**src/rtl/multicycle_ctrl_if.sv**
```systemverilog
// Control bus between the multicycle controller and the MIPS datapath:
// opcode/memory handshake in, every mux select and write enable out.
interface multicycle_ctrl_if;
    logic [5:0] opcode;
    logic       mem_ready;
    logic       pc_write;
    logic       pc_write_cond;
    logic [1:0] pc_source;
    logic       i_or_d;
    logic       mem_read;
    logic       mem_write;
    logic       ir_write;
    logic       reg_dst;
    logic       mem_to_reg;
    logic       reg_write;
    logic       alu_src_a;
    logic [1:0] alu_src_b;
    logic [1:0] alu_op;

    modport master (
        input  opcode, mem_ready,
        output pc_write, pc_write_cond, pc_source, i_or_d, mem_read, mem_write,
               ir_write, reg_dst, mem_to_reg, reg_write, alu_src_a, alu_src_b, alu_op
    );

    modport slave (
        output opcode, mem_ready,
        input  pc_write, pc_write_cond, pc_source, i_or_d, mem_read, mem_write,
               ir_write, reg_dst, mem_to_reg, reg_write, alu_src_a, alu_src_b, alu_op
    );
endinterface

```
**src/rtl/multicycle_ctrl.sv**
```systemverilog
// Moore control FSM for a multicycle MIPS datapath, with a retired-instruction
// counter and a sticky illegal-opcode flag.
module multicycle_ctrl #(
    parameter int unsigned CNT_W = 16
) (
    input  logic               clk,
    input  logic               rst_n,
    input  logic               run,
    multicycle_ctrl_if.master  bus,
    output logic [3:0]         state,
    output logic               illegal_op,
    output logic [CNT_W-1:0]   instr_count
);

    localparam logic [5:0] OP_RTYPE = 6'b000000;
    localparam logic [5:0] OP_LW    = 6'b100011;
    localparam logic [5:0] OP_SW    = 6'b101011;
    localparam logic [5:0] OP_BEQ   = 6'b000100;
    localparam logic [5:0] OP_ADDI  = 6'b001000;
    localparam logic [5:0] OP_J     = 6'b000010;

    typedef enum logic [3:0] {
        IDLE   = 4'd0,
        FETCH  = 4'd1,
        DECODE = 4'd2,
        MEMADR = 4'd3,
        MEMRD  = 4'd4,
        MEMWB  = 4'd5,
        MEMWR  = 4'd6,
        EXEC   = 4'd7,
        ALUWB  = 4'd8,
        BRANCH = 4'd9,
        ADDIEX = 4'd10,
        ADDIWB = 4'd11,
        JUMP   = 4'd12,
        TRAP   = 4'd13
    } state_e;

    state_e     state_q;
    state_e     state_d;
    logic       retire_c;
    state_e     boundary_c;

    logic       pc_write_c;
    logic       pc_write_cond_c;
    logic [1:0] pc_source_c;
    logic       i_or_d_c;
    logic       mem_read_c;
    logic       mem_write_c;
    logic       ir_write_c;
    logic       reg_dst_c;
    logic       mem_to_reg_c;
    logic       reg_write_c;
    logic       alu_src_a_c;
    logic [1:0] alu_src_b_c;
    logic [1:0] alu_op_c;

    always_ff @(posedge clk or negedge rst_n) begin
        if (!rst_n) begin
            state_q <= IDLE;
        end else begin
            state_q <= state_d;
        end
    end

    // Where an instruction boundary leads: keep fetching or park.
    assign boundary_c = run ? FETCH : IDLE;

    always_comb begin
        state_d         = state_q;
        retire_c        = 1'b0;
        pc_write_c      = 1'b0;
        pc_write_cond_c = 1'b0;
        pc_source_c     = 2'b00;
        i_or_d_c        = 1'b0;
        mem_read_c      = 1'b0;
        mem_write_c     = 1'b0;
        ir_write_c      = 1'b0;
        reg_dst_c       = 1'b0;
        mem_to_reg_c    = 1'b0;
        reg_write_c     = 1'b0;
        alu_src_a_c     = 1'b0;
        alu_src_b_c     = 2'b00;
        alu_op_c        = 2'b00;

        unique case (state_q)
            IDLE: begin
                if (run) state_d = FETCH;
            end
            FETCH: begin
                mem_read_c  = 1'b1;
                alu_src_b_c = 2'b01;
                // IR and PC capture only on the cycle the read completes.
                ir_write_c  = bus.mem_ready;
                pc_write_c  = bus.mem_ready;
                if (bus.mem_ready) state_d = DECODE;
            end
            DECODE: begin
                alu_src_b_c = 2'b11;
                unique case (bus.opcode)
                    OP_RTYPE:      state_d = EXEC;
                    OP_LW, OP_SW:  state_d = MEMADR;
                    OP_BEQ:        state_d = BRANCH;
                    OP_ADDI:       state_d = ADDIEX;
                    OP_J:          state_d = JUMP;
                    default:       state_d = TRAP;
                endcase
            end
            MEMADR: begin
                alu_src_a_c = 1'b1;
                alu_src_b_c = 2'b10;
                state_d     = (bus.opcode == OP_LW) ? MEMRD : MEMWR;
            end
            MEMRD: begin
                mem_read_c = 1'b1;
                i_or_d_c   = 1'b1;
                if (bus.mem_ready) state_d = MEMWB;
            end
            MEMWB: begin
                reg_write_c  = 1'b1;
                mem_to_reg_c = 1'b1;
                retire_c     = 1'b1;
                state_d      = boundary_c;
            end
            MEMWR: begin
                mem_write_c = 1'b1;
                i_or_d_c    = 1'b1;
                if (bus.mem_ready) begin
                    retire_c = 1'b1;
                    state_d  = boundary_c;
                end
            end
            EXEC: begin
                alu_src_a_c = 1'b1;
                alu_op_c    = 2'b10;
                state_d     = ALUWB;
            end
            ALUWB: begin
                reg_write_c = 1'b1;
                reg_dst_c   = 1'b1;
                retire_c    = 1'b1;
                state_d     = boundary_c;
            end
            BRANCH: begin
                alu_src_a_c     = 1'b1;
                alu_op_c        = 2'b01;
                pc_write_cond_c = 1'b1;
                pc_source_c     = 2'b01;
                retire_c        = 1'b1;
                state_d         = boundary_c;
            end
            ADDIEX: begin
                alu_src_a_c = 1'b1;
                alu_src_b_c = 2'b10;
                state_d     = ADDIWB;
            end
            ADDIWB: begin
                reg_write_c = 1'b1;
                retire_c    = 1'b1;
                state_d     = boundary_c;
            end
            JUMP: begin
                pc_write_c  = 1'b1;
                pc_source_c = 2'b10;
                retire_c    = 1'b1;
                state_d     = boundary_c;
            end
            TRAP: begin
                if (!run) state_d = IDLE;
            end
            default: begin
                state_d = IDLE;
            end
        endcase
    end

    // Sticky trap flag and retire counter; only rst_n clears either.
    always_ff @(posedge clk or negedge rst_n) begin
        if (!rst_n) begin
            illegal_op  <= 1'b0;
            instr_count <= '0;
        end else begin
            if (state_d == TRAP) illegal_op <= 1'b1;
            if (retire_c) instr_count <= instr_count + CNT_W'(1);
        end
    end

    assign state             = state_q;
    assign bus.pc_write      = pc_write_c;
    assign bus.pc_write_cond = pc_write_cond_c;
    assign bus.pc_source     = pc_source_c;
    assign bus.i_or_d        = i_or_d_c;
    assign bus.mem_read      = mem_read_c;
    assign bus.mem_write     = mem_write_c;
    assign bus.ir_write      = ir_write_c;
    assign bus.reg_dst       = reg_dst_c;
    assign bus.mem_to_reg    = mem_to_reg_c;
    assign bus.reg_write     = reg_write_c;
    assign bus.alu_src_a     = alu_src_a_c;
    assign bus.alu_src_b     = alu_src_b_c;
    assign bus.alu_op        = alu_op_c;

endmodule

```
**src/flat_wrapper.sv**
```systemverilog
// flat-port wrapper written by rule: the top's interface ports become plain ports
module multicycle_ctrl_flat 
#(
    parameter int unsigned CNT_W = 16
)
  (clk, rst_n, run, state, illegal_op, instr_count, bus_opcode, bus_mem_ready, bus_pc_write, bus_pc_write_cond, bus_pc_source, bus_i_or_d, bus_mem_read, bus_mem_write, bus_ir_write, bus_reg_dst, bus_mem_to_reg, bus_reg_write, bus_alu_src_a, bus_alu_src_b, bus_alu_op);
  multicycle_ctrl_if bus_i ();
  input  logic clk;
  input  logic rst_n;
  input  logic run;
  output logic [3:0] state;
  output logic illegal_op;
  output logic [CNT_W-1:0] instr_count;
  input wire logic [$bits(bus_i.opcode)-1:0] bus_opcode;
  input wire logic [$bits(bus_i.mem_ready)-1:0] bus_mem_ready;
  output wire logic [$bits(bus_i.pc_write)-1:0] bus_pc_write;
  output wire logic [$bits(bus_i.pc_write_cond)-1:0] bus_pc_write_cond;
  output wire logic [$bits(bus_i.pc_source)-1:0] bus_pc_source;
  output wire logic [$bits(bus_i.i_or_d)-1:0] bus_i_or_d;
  output wire logic [$bits(bus_i.mem_read)-1:0] bus_mem_read;
  output wire logic [$bits(bus_i.mem_write)-1:0] bus_mem_write;
  output wire logic [$bits(bus_i.ir_write)-1:0] bus_ir_write;
  output wire logic [$bits(bus_i.reg_dst)-1:0] bus_reg_dst;
  output wire logic [$bits(bus_i.mem_to_reg)-1:0] bus_mem_to_reg;
  output wire logic [$bits(bus_i.reg_write)-1:0] bus_reg_write;
  output wire logic [$bits(bus_i.alu_src_a)-1:0] bus_alu_src_a;
  output wire logic [$bits(bus_i.alu_src_b)-1:0] bus_alu_src_b;
  output wire logic [$bits(bus_i.alu_op)-1:0] bus_alu_op;
  assign bus_i.opcode = bus_opcode;
  assign bus_i.mem_ready = bus_mem_ready;
  assign bus_pc_write = bus_i.pc_write;
  assign bus_pc_write_cond = bus_i.pc_write_cond;
  assign bus_pc_source = bus_i.pc_source;
  assign bus_i_or_d = bus_i.i_or_d;
  assign bus_mem_read = bus_i.mem_read;
  assign bus_mem_write = bus_i.mem_write;
  assign bus_ir_write = bus_i.ir_write;
  assign bus_reg_dst = bus_i.reg_dst;
  assign bus_mem_to_reg = bus_i.mem_to_reg;
  assign bus_reg_write = bus_i.reg_write;
  assign bus_alu_src_a = bus_i.alu_src_a;
  assign bus_alu_src_b = bus_i.alu_src_b;
  assign bus_alu_op = bus_i.alu_op;
  multicycle_ctrl #(.CNT_W(CNT_W)) u_core (.clk(clk), .rst_n(rst_n), .run(run), .bus(bus_i), .state(state), .illegal_op(illegal_op), .instr_count(instr_count));
endmodule
```
**config.mk**
```make
export PLATFORM = sky130hd
export DESIGN_NAME = multicycle_ctrl_flat
export DESIGN_NICKNAME = d
export VERILOG_FILES = /design/src/rtl/multicycle_ctrl_if.sv /design/src/rtl/multicycle_ctrl.sv /design/src/flat_wrapper.sv
export SDC_FILE = /design/constraint.sdc
export NUM_CORES = 1
export LEC_CHECK = 0
export BUFFER_PORTS_ARGS = -buffer_cell sky130_fd_sc_hd__buf_2
export CAP_MARGIN = 10
export CORE_ASPECT_RATIO = 0.75
export CORE_MARGIN = 2
export CORE_UTILIZATION = 35
export DETAILED_ROUTE_END_ITERATION = 8
export PLACE_DENSITY = 0.6
export SLEW_MARGIN = 15
export SYNTH_ARGS = -nofsm -noshare
export SYNTH_HDL_FRONTEND = slang
export SYNTH_SLANG_ARGS = --single-unit
```
**constraint.sdc**
```tcl
create_clock -name clk -period 2.16 [get_ports clk]
set_input_delay 0.108 -clock clk [delete_from_list [all_inputs] [get_ports clk]]
set_output_delay 0.108 -clock clk [all_outputs]
set_load 0.005 [all_outputs]
```
==> results of run 1 <==
cells in the final DEF, fill, tap and decap left out, types with 3 or more instances in the layout:
| cell | count |
|---|---|
| xnor2_1 | 11 |
| o22ai_1 | 3 |
| dfrtp_1 | 21 |
| a211o_1 | 3 |
| buf_4 | 5 |
| and3_1 | 3 |
| xor2_1 | 7 |
| a21oi_1 | 4 |
| nand2_1 | 9 |
| nor2b_1 | 5 |
| nand2b_1 | 6 |
| nand4_1 | 3 |
| clkbuf_8 | 3 |
| buf_2 | 46 |
| nor2_1 | 13 |
| nand3_1 | 5 |
| nor3_1 | 10 |
logic make-up (layout without fill, tap and decap cells):
family          after synthesis  count (layout)
simple gates                 63              63
compound gates               25              25
xor+xnor                     18              18
fa+ha+maj                     1               1
buf+inv                      10              58
flops                        21              21
mux                           2               2
state kept, by name (all words and copies together) (netlist names):
name and cells:
u_core.state 4, u_core.instr_count 16, u_core.illegal_op 1
stage by stage:
step	instance area [um^2]	power [mW]	cells	hold slack, ns
global placement	1600	1.46	235	0.0752
global route	1660	1.86	240	0.324
floorplan	1320	1.15	140	-0.188
detailed placement	1600	1.47	235	0.0931
finish	1660	1.71	240	0.303
CTS	1660	1.73	240	0.285
cell type report:
cell class | count | area, um^2 | share of cell area (%)
flip-flops and latches | 21 | 526 | 31.7
clock inverters | 1 | 5.00 | 0.302
inverters | 2 | 7.51 | 0.453
repair buffers | 52 | 278 | 16.8
well taps | 52 | 65.1 | 3.92
clock buffers | 3 | 41.3 | 2.49
multi-input cells | 109 | 736 | 44.4
worst max-delay path by stage:
| stage | cells past startpoint | to |
|---|---|---|
| after global placement | 5 | u_core.illegal_op$_DFFE_PN0N_ |
| final | 5 | u_core.illegal_op$_DFFE_PN0N_ |
| after global routing | 5 | u_core.illegal_op$_DFFE_PN0N_ |
| after detailed placement | 5 | u_core.illegal_op$_DFFE_PN0N_ |
| after floorplan | 6 | u_core.illegal_op$_DFFE_PN0N_ |
| after CTS | 5 | u_core.illegal_op$_DFFE_PN0N_ |
metal layers:
metal | vias up | share of wire, %
met5 | - | 0
met3 | 2 | 3.9
met2 | 27 | 45
met1 | 563 | 51
met4 | 0 | 0.56
li1 | 598 | -
tightest hold or removal path: stages:
cell and delay (ns):
buf_2 0.14, o31a_1 0.14, o211ai_1 0.11
power by group through the flow:
stage	logic (mW)	clock network [mW]	registers [mW]
after floorplan	0.569	0	0.581
after detailed placement	0.881	0	0.588
after global placement	0.883	0	0.580
after CTS	0.886	0.263	0.582
final	0.879	0.252	0.582
after global routing	0.982	0.279	0.599
==> impl_metrics.ini, run 1 <==
[cells_and_area]
utilization_pct = 45.6
fillers = 359
drive_above_1_share_pct = 32.4
num_antenna_cells = 0
final_nets = 200
area_growth_pct = 26.1

[power_and_ir_drop]
power_density_mw_per_mm2 = 1030
p_leak_nw = 0.851
p_sw_share_pct = 40.5
p_comb_share_pct = 51.3
clkPwrFrac_pct = 14.7
p_int_mw = 1.02
p_seq_share_pct = 34.0
net-switching-power_uw = 694
worst_ir_drop_vdd_v = 0.000458

[clocking]
holdBufCountCts = 1
worstSkewPairLatency_ns = 0.26
cts_root_buf = clkbuf_8
cts_buffer_depth = 2
cts_tree = yes
post_cts_buffers = 0
clk_pin_slew_ns = 0.07
cts-resized-gates = 0
numCtsBuffers = 3
htree_levels = 1
cts_sinks = 21

[critical_path]
cp.arrival_ns = 2.06
slowest_delay_ns = 0.58
cp-start-kind = register
crit_fanout = 6
regToRegSetupSlack_ns = 0.24
crit_type = register to register
critPathBufInv = 0
cpLargestDelayFamily = compound AO/OA/AOI/OAI gates
r2r-end = u_core.illegal_op$_DFFE_PN0N_
end_kind = register
ff2ff_path_depth = 5
startpoint = u_core.state[3]$_DFF_PN0_
cp_slowest_cell = or4b_4
crit_chain = or4b_4 > a2111oi_4 > a2bb2oi_2 > nor3_1 > a41o_1
critPathRequiredTime_ns = 2.31
r2r-start = u_core.state[3]$_DFF_PN0_

[synthesis]
ys_top_cells_by_count = dfrtp_1 (21), nor2_1 (13), xnor2_1 (11), nor3_1 (10), nand2_1 (9)
synth_fa_ha_area_share_pct = 0.951
netlist_instances = 140
yosys_most_used_dff = dfrtp_1
synth_edf_count = 0
synth_area_leader_cell = dfrtp_1
synth_top_family_by_area = simple AND/OR/NAND/NOR gates
synth_xor_area_share_pct = 12.0
synth.net_count = 151
syn_area_per_cell_um2 = 9.39
synth_most_common_cell = dfrtp_1
yosysUniqueCellTypes = 42
synthMuxAreaShare_pct = 1.62
synth-async-reset-ratio_pct = 100
synth_compound_area_share_pct = 15.9
seq_area_frac_synth_pct = 40.0
netlist_area_mm2 = 0.00132
synth-simple-area-share_pct = 25.5
ys_warn_count = 0
synth_top_area_share_pct = 40.0
yosys_register_bits = 21
netlist_top_cells_area = dfrtp_1 (40%), xnor2_1 (7.3%), xor2_1 (4.7%)

[grt]
grt_most_used_layer = met2
grt_pass1_vias = 1111
antenna_found_initial = 0
grt_max_degree = 22
grt_pass1_wl_um = 4970
grt-ovfl-total = 0
grt_util_met3_pct = 3.18
grtUsageTotal_pct = 15.0
use_met2_pct = 23.6
met1_usage_pct = 21.3

[detailed_routing]
drc = 0
wire_per_inst_um = 12.6
wl_um = 3020
first_pass_iters = 4
vias = 1190
drtAntennaViolNets = 0
initialDrtViolationCount = 67
via_per_inst = 4.96

[timing]
fmax_mhz = 522
worst_slack_ns = 0.244
finalHoldViolations = 0
slew_viol_final = 0
tns_ns = 0
worst_slew_pin_slew_ns = 0.473
min_period_over_period_pct = 88.7
skew_ns = 0.00314
rsz0062_at_grt = false
relSlewSlack_pct = 68.5
finalSetupViolCount = 0
period_minus_slack_ns = 1.92

[floorplanning]
die_width_um = 74.8
die_h_um = 57.1
core_mm2 = 0.00364
num_rows = 19
die_area_mm2 = 0.00427
start_util_pct = 36.2
pin_count = 47

[status]
status = finished clean

[hold_path]
holdPathEnd = u_core.state[0]$_DFF_PN0_
holdCritStartpoint = bus_mem_ready
worstHoldPathCells = 3
hp-class = input port to register

[job]
cap_viol_max_count = 0

[placed_design]
gp_congestion = 0.884
dpl.hpwl_um = 2360
io_buffers = 46
dp_worst_setup_slack_ns = 0.249
Power figures use the tool's default switching activity.
==> run 2, diff against run 1 <==
Settings changed: CORE_ASPECT_RATIO 0.75 to 2, CTS_CLUSTER_SIZE set to 8.
==> impl_metrics.ini, run 2 (synthesis gave the netlist of run 1 again) <==
[status]
status = finished clean

[clocking]
cts_tree = yes
worstSkewPairLatency_ns = 0.26
cts_root_buf = clkbuf_8
cts_sinks = 21
clk_pin_slew_ns = 0.08
cts-resized-gates = 0
cts_buffer_depth = 2
numCtsBuffers = 3
htree_levels = 1

[job]
cap_viol_max_count = 0

[cells_and_area]
layout_commonest_cell = buf_2
multi_input_area_um2 = 736
final_cells = 239
largest_register = u_core.instr_count
largest_register_ff_count = 16
num_antenna_cells = 0
final_cell_mix = buf_2 (46), dfrtp_1 (21), nor2_1 (13), xnor2_1 (11), nor3_1 (10)
area_growth_pct = 27.1
final_nets = 202
regArea_um2 = 526
fillers = 364
drive_above_1_share_pct = 33.2

[placed_design]
dpl.hpwl_um = 2500
placed_cells = 234
io_buffers = 46
gp_congestion = 0.919

[timing]
min_period_over_period_pct = 89.2
finalHoldViolations = 0
fmax_mhz = 519
finalSetupViolCount = 0
tns_ns = 0
skew_ns = 0.00317
worst_slew_pin_slew_ns = 0.507
period_minus_slack_ns = 1.93
relSlewSlack_pct = 66.0
rsz0062_at_grt = false
slew_viol_final = 0

[detailed_routing]
drtAntennaViolNets = 0
wl_um = 3140
vias = 1236
wire_per_inst_um = 13.1
first_pass_iters = 4
via_per_inst = 5.17
initialDrtViolationCount = 11
drc = 0

[grt]
grt_pass1_wl_um = 5190
grtUsageTotal_pct = 15.5
grt_max_degree = 22
antenna_found_initial = 0
grt-ovfl-total = 0
grt_pass1_vias = 1214

[critical_path]
r2r-end = u_core.illegal_op$_DFFE_PN0N_
crit_type = register to register
crit_chain = or4b_4 > a2111oi_4 > a2bb2oi_2 > nor3_1 > a41o_1
slowest_delay_ns = 0.58
regToRegSetupSlack_ns = 0.23
crit_fanout = 8
end_kind = register
r2r-start = u_core.state[3]$_DFF_PN0_
cp-start-kind = register
cp.arrival_ns = 2.08
ff2ff_path_depth = 5
critPathRequiredTime_ns = 2.31
cp_slowest_cell = or4b_4

[hold_path]
holdCritStartpoint = bus_opcode[3]
worstHoldPathCells = 5
hp-class = input port to register
holdPathEnd = u_core.state[1]$_DFF_PN0_

[power_and_ir_drop]
power_density_mw_per_mm2 = 1050
p_leak_nw = 0.857
worst_ir_drop_vdd_v = 0.000716

[floorplanning]
die_h_um = 90.7
core_mm2 = 0.00361
die_width_um = 47.3
start_util_pct = 36.5
die_area_mm2 = 0.00429
pin_count = 47
num_rows = 31
==> run 2: repair_timing <==
item,CTS,global route
buffers inserted,0,0
hold endpoints to repair,21,0
hold buffers,1,0
==> run 2: worst max-delay path by stage <==
| stage | from | end | slack, ns | cells past startpoint |
|---|---|---|---|---|
| after floorplan | u_core.state[2]$_DFF_PN0_ | u_core.illegal_op$_DFFE_PN0N_ | 0.27 | 6 |
| after global placement | u_core.state[3]$_DFF_PN0_ | u_core.illegal_op$_DFFE_PN0N_ | 0.31 | 5 |
| after detailed placement | u_core.state[3]$_DFF_PN0_ | u_core.illegal_op$_DFFE_PN0N_ | 0.25 | 5 |
| after CTS | u_core.state[3]$_DFF_PN0_ | u_core.illegal_op$_DFFE_PN0N_ | 0.24 | 5 |
| after global routing | u_core.state[3]$_DFF_PN0_ | u_core.illegal_op$_DFFE_PN0N_ | 0.15 | 5 |
| final | u_core.state[3]$_DFF_PN0_ | u_core.illegal_op$_DFFE_PN0N_ | 0.23 | 5 |
==> run 2: final cells by class <==
cell class              instances  share of cell area (%)
clock buffers                   3                    2.47
clock inverters                 1                   0.449
inverters                       2                   0.449
multi-input cells             109                    44.0
flip-flops and latches         21                    31.4
well taps                      49                    3.67
repair buffers                 54                    17.5
==> run 2: routing by layer <==
layer	track usage, %	wire (um)
met1	18.3	1230
met2	26.1	1640
met3	1.20	161
met4	7.64	114
met5	0	0
==> run 2: power by group <==
group	total [mW]	switching [mW]	internal, mW
Clock	0.253	0.123	0.130
Sequential	0.590	0.111	0.479
Combinational	0.914	0.480	0.434
Total	1.76	0.714	1.04
==> run 2: worst max-delay path, delay by kind of cell, from the launching register on <==
family / cells / cell delay (ns)
AO/OA/AOI/OAI: 3 / 0.70
AND/OR/NAND/NOR: 2 / 0.66
flip-flops: 1 / 0.47
==> run 2: per-stage QoR <==
step	utilization, %	cell area (um^2)	setup WS (ns)	hold slack (ns)	power (mW)
2_1_floorplan	-	1320	0.271	-0.188	1.15
3_3_place_gp	44.7	1610	0.308	0.0835	1.49
3_5_place_dp	44.7	1610	0.247	0.0910	1.51
4_1_cts	46.3	1670	0.239	0.310	1.78
5_1_grt	46.3	1670	0.145	0.330	1.91
6_report	46.3	1670	0.233	0.313	1.76
==> run 3, diff against run 2 <==
Settings changed: CTS_CLUSTER_DIAMETER set to 100, PLACE_DENSITY 0.6 to not set, PLACE_DENSITY_LB_ADDON set to 0.3.
==> impl_metrics.ini, run 3 (synthesis gave the netlist of run 1 again) <==
[status]
status = finished clean

[timing]
period_minus_slack_ns = 1.92
worst_hold_slack_ns = 0.299
rsz0062_at_grt = false
fmax_mhz = 522
tns_ns = 0
finalHoldViolations = 0
worst_slew_pin_slew_ns = 0.459
relSlewSlack_pct = 69.4
worst_slack_ns = 0.243
slew_viol_final = 0
min_period_over_period_pct = 88.7
skew_ns = 0.00111
finalSetupViolCount = 0

[power_and_ir_drop]
p_leak_nw = 0.857
clkPwrFrac_pct = 14.6
net-switching-power_uw = 710
p_comb_share_pct = 51.6
report.power.total_mw = 1.75
power_density_mw_per_mm2 = 1050
p_sw_share_pct = 40.5
worst_ir_drop_vdd_v = 0.000469
p_seq_share_pct = 33.8
p_int_mw = 1.04

[critical_path]
ff2ff_path_depth = 5
cp.arrival_ns = 2.07
cp-start-kind = register
slowest_delay_ns = 0.58
crit_type = register to register
crit_fanout = 9
critPathRequiredTime_ns = 2.31
r2r-end = u_core.illegal_op$_DFFE_PN0N_
r2r-start = u_core.state[3]$_DFF_PN0_
crit_chain = or4b_4 > a2111oi_4 > a2bb2oi_2 > nor3_1 > a41o_1
regToRegSetupSlack_ns = 0.24
end_kind = register
cp_slowest_cell = or4b_4

[placed_design]
dp_worst_setup_slack_ns = 0.246
place_area_mm2 = 0.00161
gp_congestion = 0.934
io_buffers = 46
dpl.hpwl_um = 2470
placed_cells = 234

[job]
cap_viol_max_count = 0

[clocking]
numCtsBuffers = 3
post_cts_buffers = 0
cts_root_buf = clkbuf_8
cts-resized-gates = 0
worstSkewPairLatency_ns = 0.26
holdBufCountCts = 1
cts_sinks = 21
cts_buffer_depth = 2
htree_levels = 1
clk_pin_slew_ns = 0.07
cts_tree = yes

[detailed_routing]
vias = 1249
drtAntennaViolNets = 0
initialDrtViolationCount = 18
via_per_inst = 5.23
wire_per_inst_um = 13.0
first_pass_iters = 4
drc = 0
wl_um = 3110

[floorplanning]
die_h_um = 90.7
num_rows = 31
pin_count = 47
start_util_pct = 36.5
core_mm2 = 0.00361
die_area_mm2 = 0.00429
die_width_um = 47.3

[grt]
grtUsageTotal_pct = 15.9
grt_pass1_vias = 1218
grt-ovfl-total = 0
antenna_found_initial = 0
grt_pass1_wl_um = 5250
grt_max_degree = 22

[cells_and_area]
final_area_mm2 = 0.00167
largest_register = u_core.instr_count
utilization_pct = 46.3
largest_register_ff_count = 16
fillers = 378
multi_input_area_um2 = 736
layout_commonest_cell = buf_2
drive_above_1_share_pct = 33.2
final_nets = 202
regArea_um2 = 526
final_cell_mix = buf_2 (46), dfrtp_1 (21), nor2_1 (13), xnor2_1 (11), nor3_1 (10)
final_cells = 239
num_antenna_cells = 0
area_growth_pct = 27.1

[hold_path]
hp-class = input port to register
holdCritStartpoint = bus_mem_ready
holdPathEnd = u_core.state[0]$_DFF_PN0_
worstHoldPathCells = 3
[run 3: cell counts in the layout (fill, tap and decap cells not counted)]
No cell type changed its count.
[run 3: layer usage]
metal	global-route usage, %	wire [um]	share of wire (%)	up-vias
li1	-	-	-	599
met1	18.6	1250	40	593
met2	27.6	1620	52	49
met4	6.25	89	2.9	0
met5	0	0	0	-
met3	1.20	150	4.8	8
[run 3: worst max-delay path, delay by kind of cell, from the launching register on]
kind	cells	cell delay (ns)
simple gates	2	0.65
compound gates	3	0.69
flops	1	0.48
[run 3: how the worst max path moves through the flow]
stage                     slack [ns]                            end                      start
after floorplan                 0.27  u_core.illegal_op$_DFFE_PN0N_  u_core.state[2]$_DFF_PN0_
after global placement          0.29  u_core.illegal_op$_DFFE_PN0N_  u_core.state[3]$_DFF_PN0_
after detailed placement        0.25  u_core.illegal_op$_DFFE_PN0N_  u_core.state[3]$_DFF_PN0_
after CTS                       0.24  u_core.illegal_op$_DFFE_PN0N_  u_core.state[3]$_DFF_PN0_
after global routing            0.14  u_core.illegal_op$_DFFE_PN0N_  u_core.state[3]$_DFF_PN0_
final                           0.24  u_core.illegal_op$_DFFE_PN0N_  u_core.state[3]$_DFF_PN0_
[run 3: area by class of cell]
type                       count  share of cell area, %
multi-input combinational    109                   44.0
clock inverter                 1                  0.449
sequential                    21                   31.4
inverter                       2                  0.449
clock buffer                   3                   2.47
tap                           49                   3.67
timing repair buffer          54                   17.5
[run 3: power groups by stage]
stage               combinational (mW)  sequential (mW)  clock (mW)
floorplan                        0.569            0.581           0
global placement                 0.885            0.591           0
detailed placement               0.904            0.599           0
finish                           0.905            0.593       0.256
CTS                              0.916            0.593       0.264
global route                      1.01            0.614       0.281
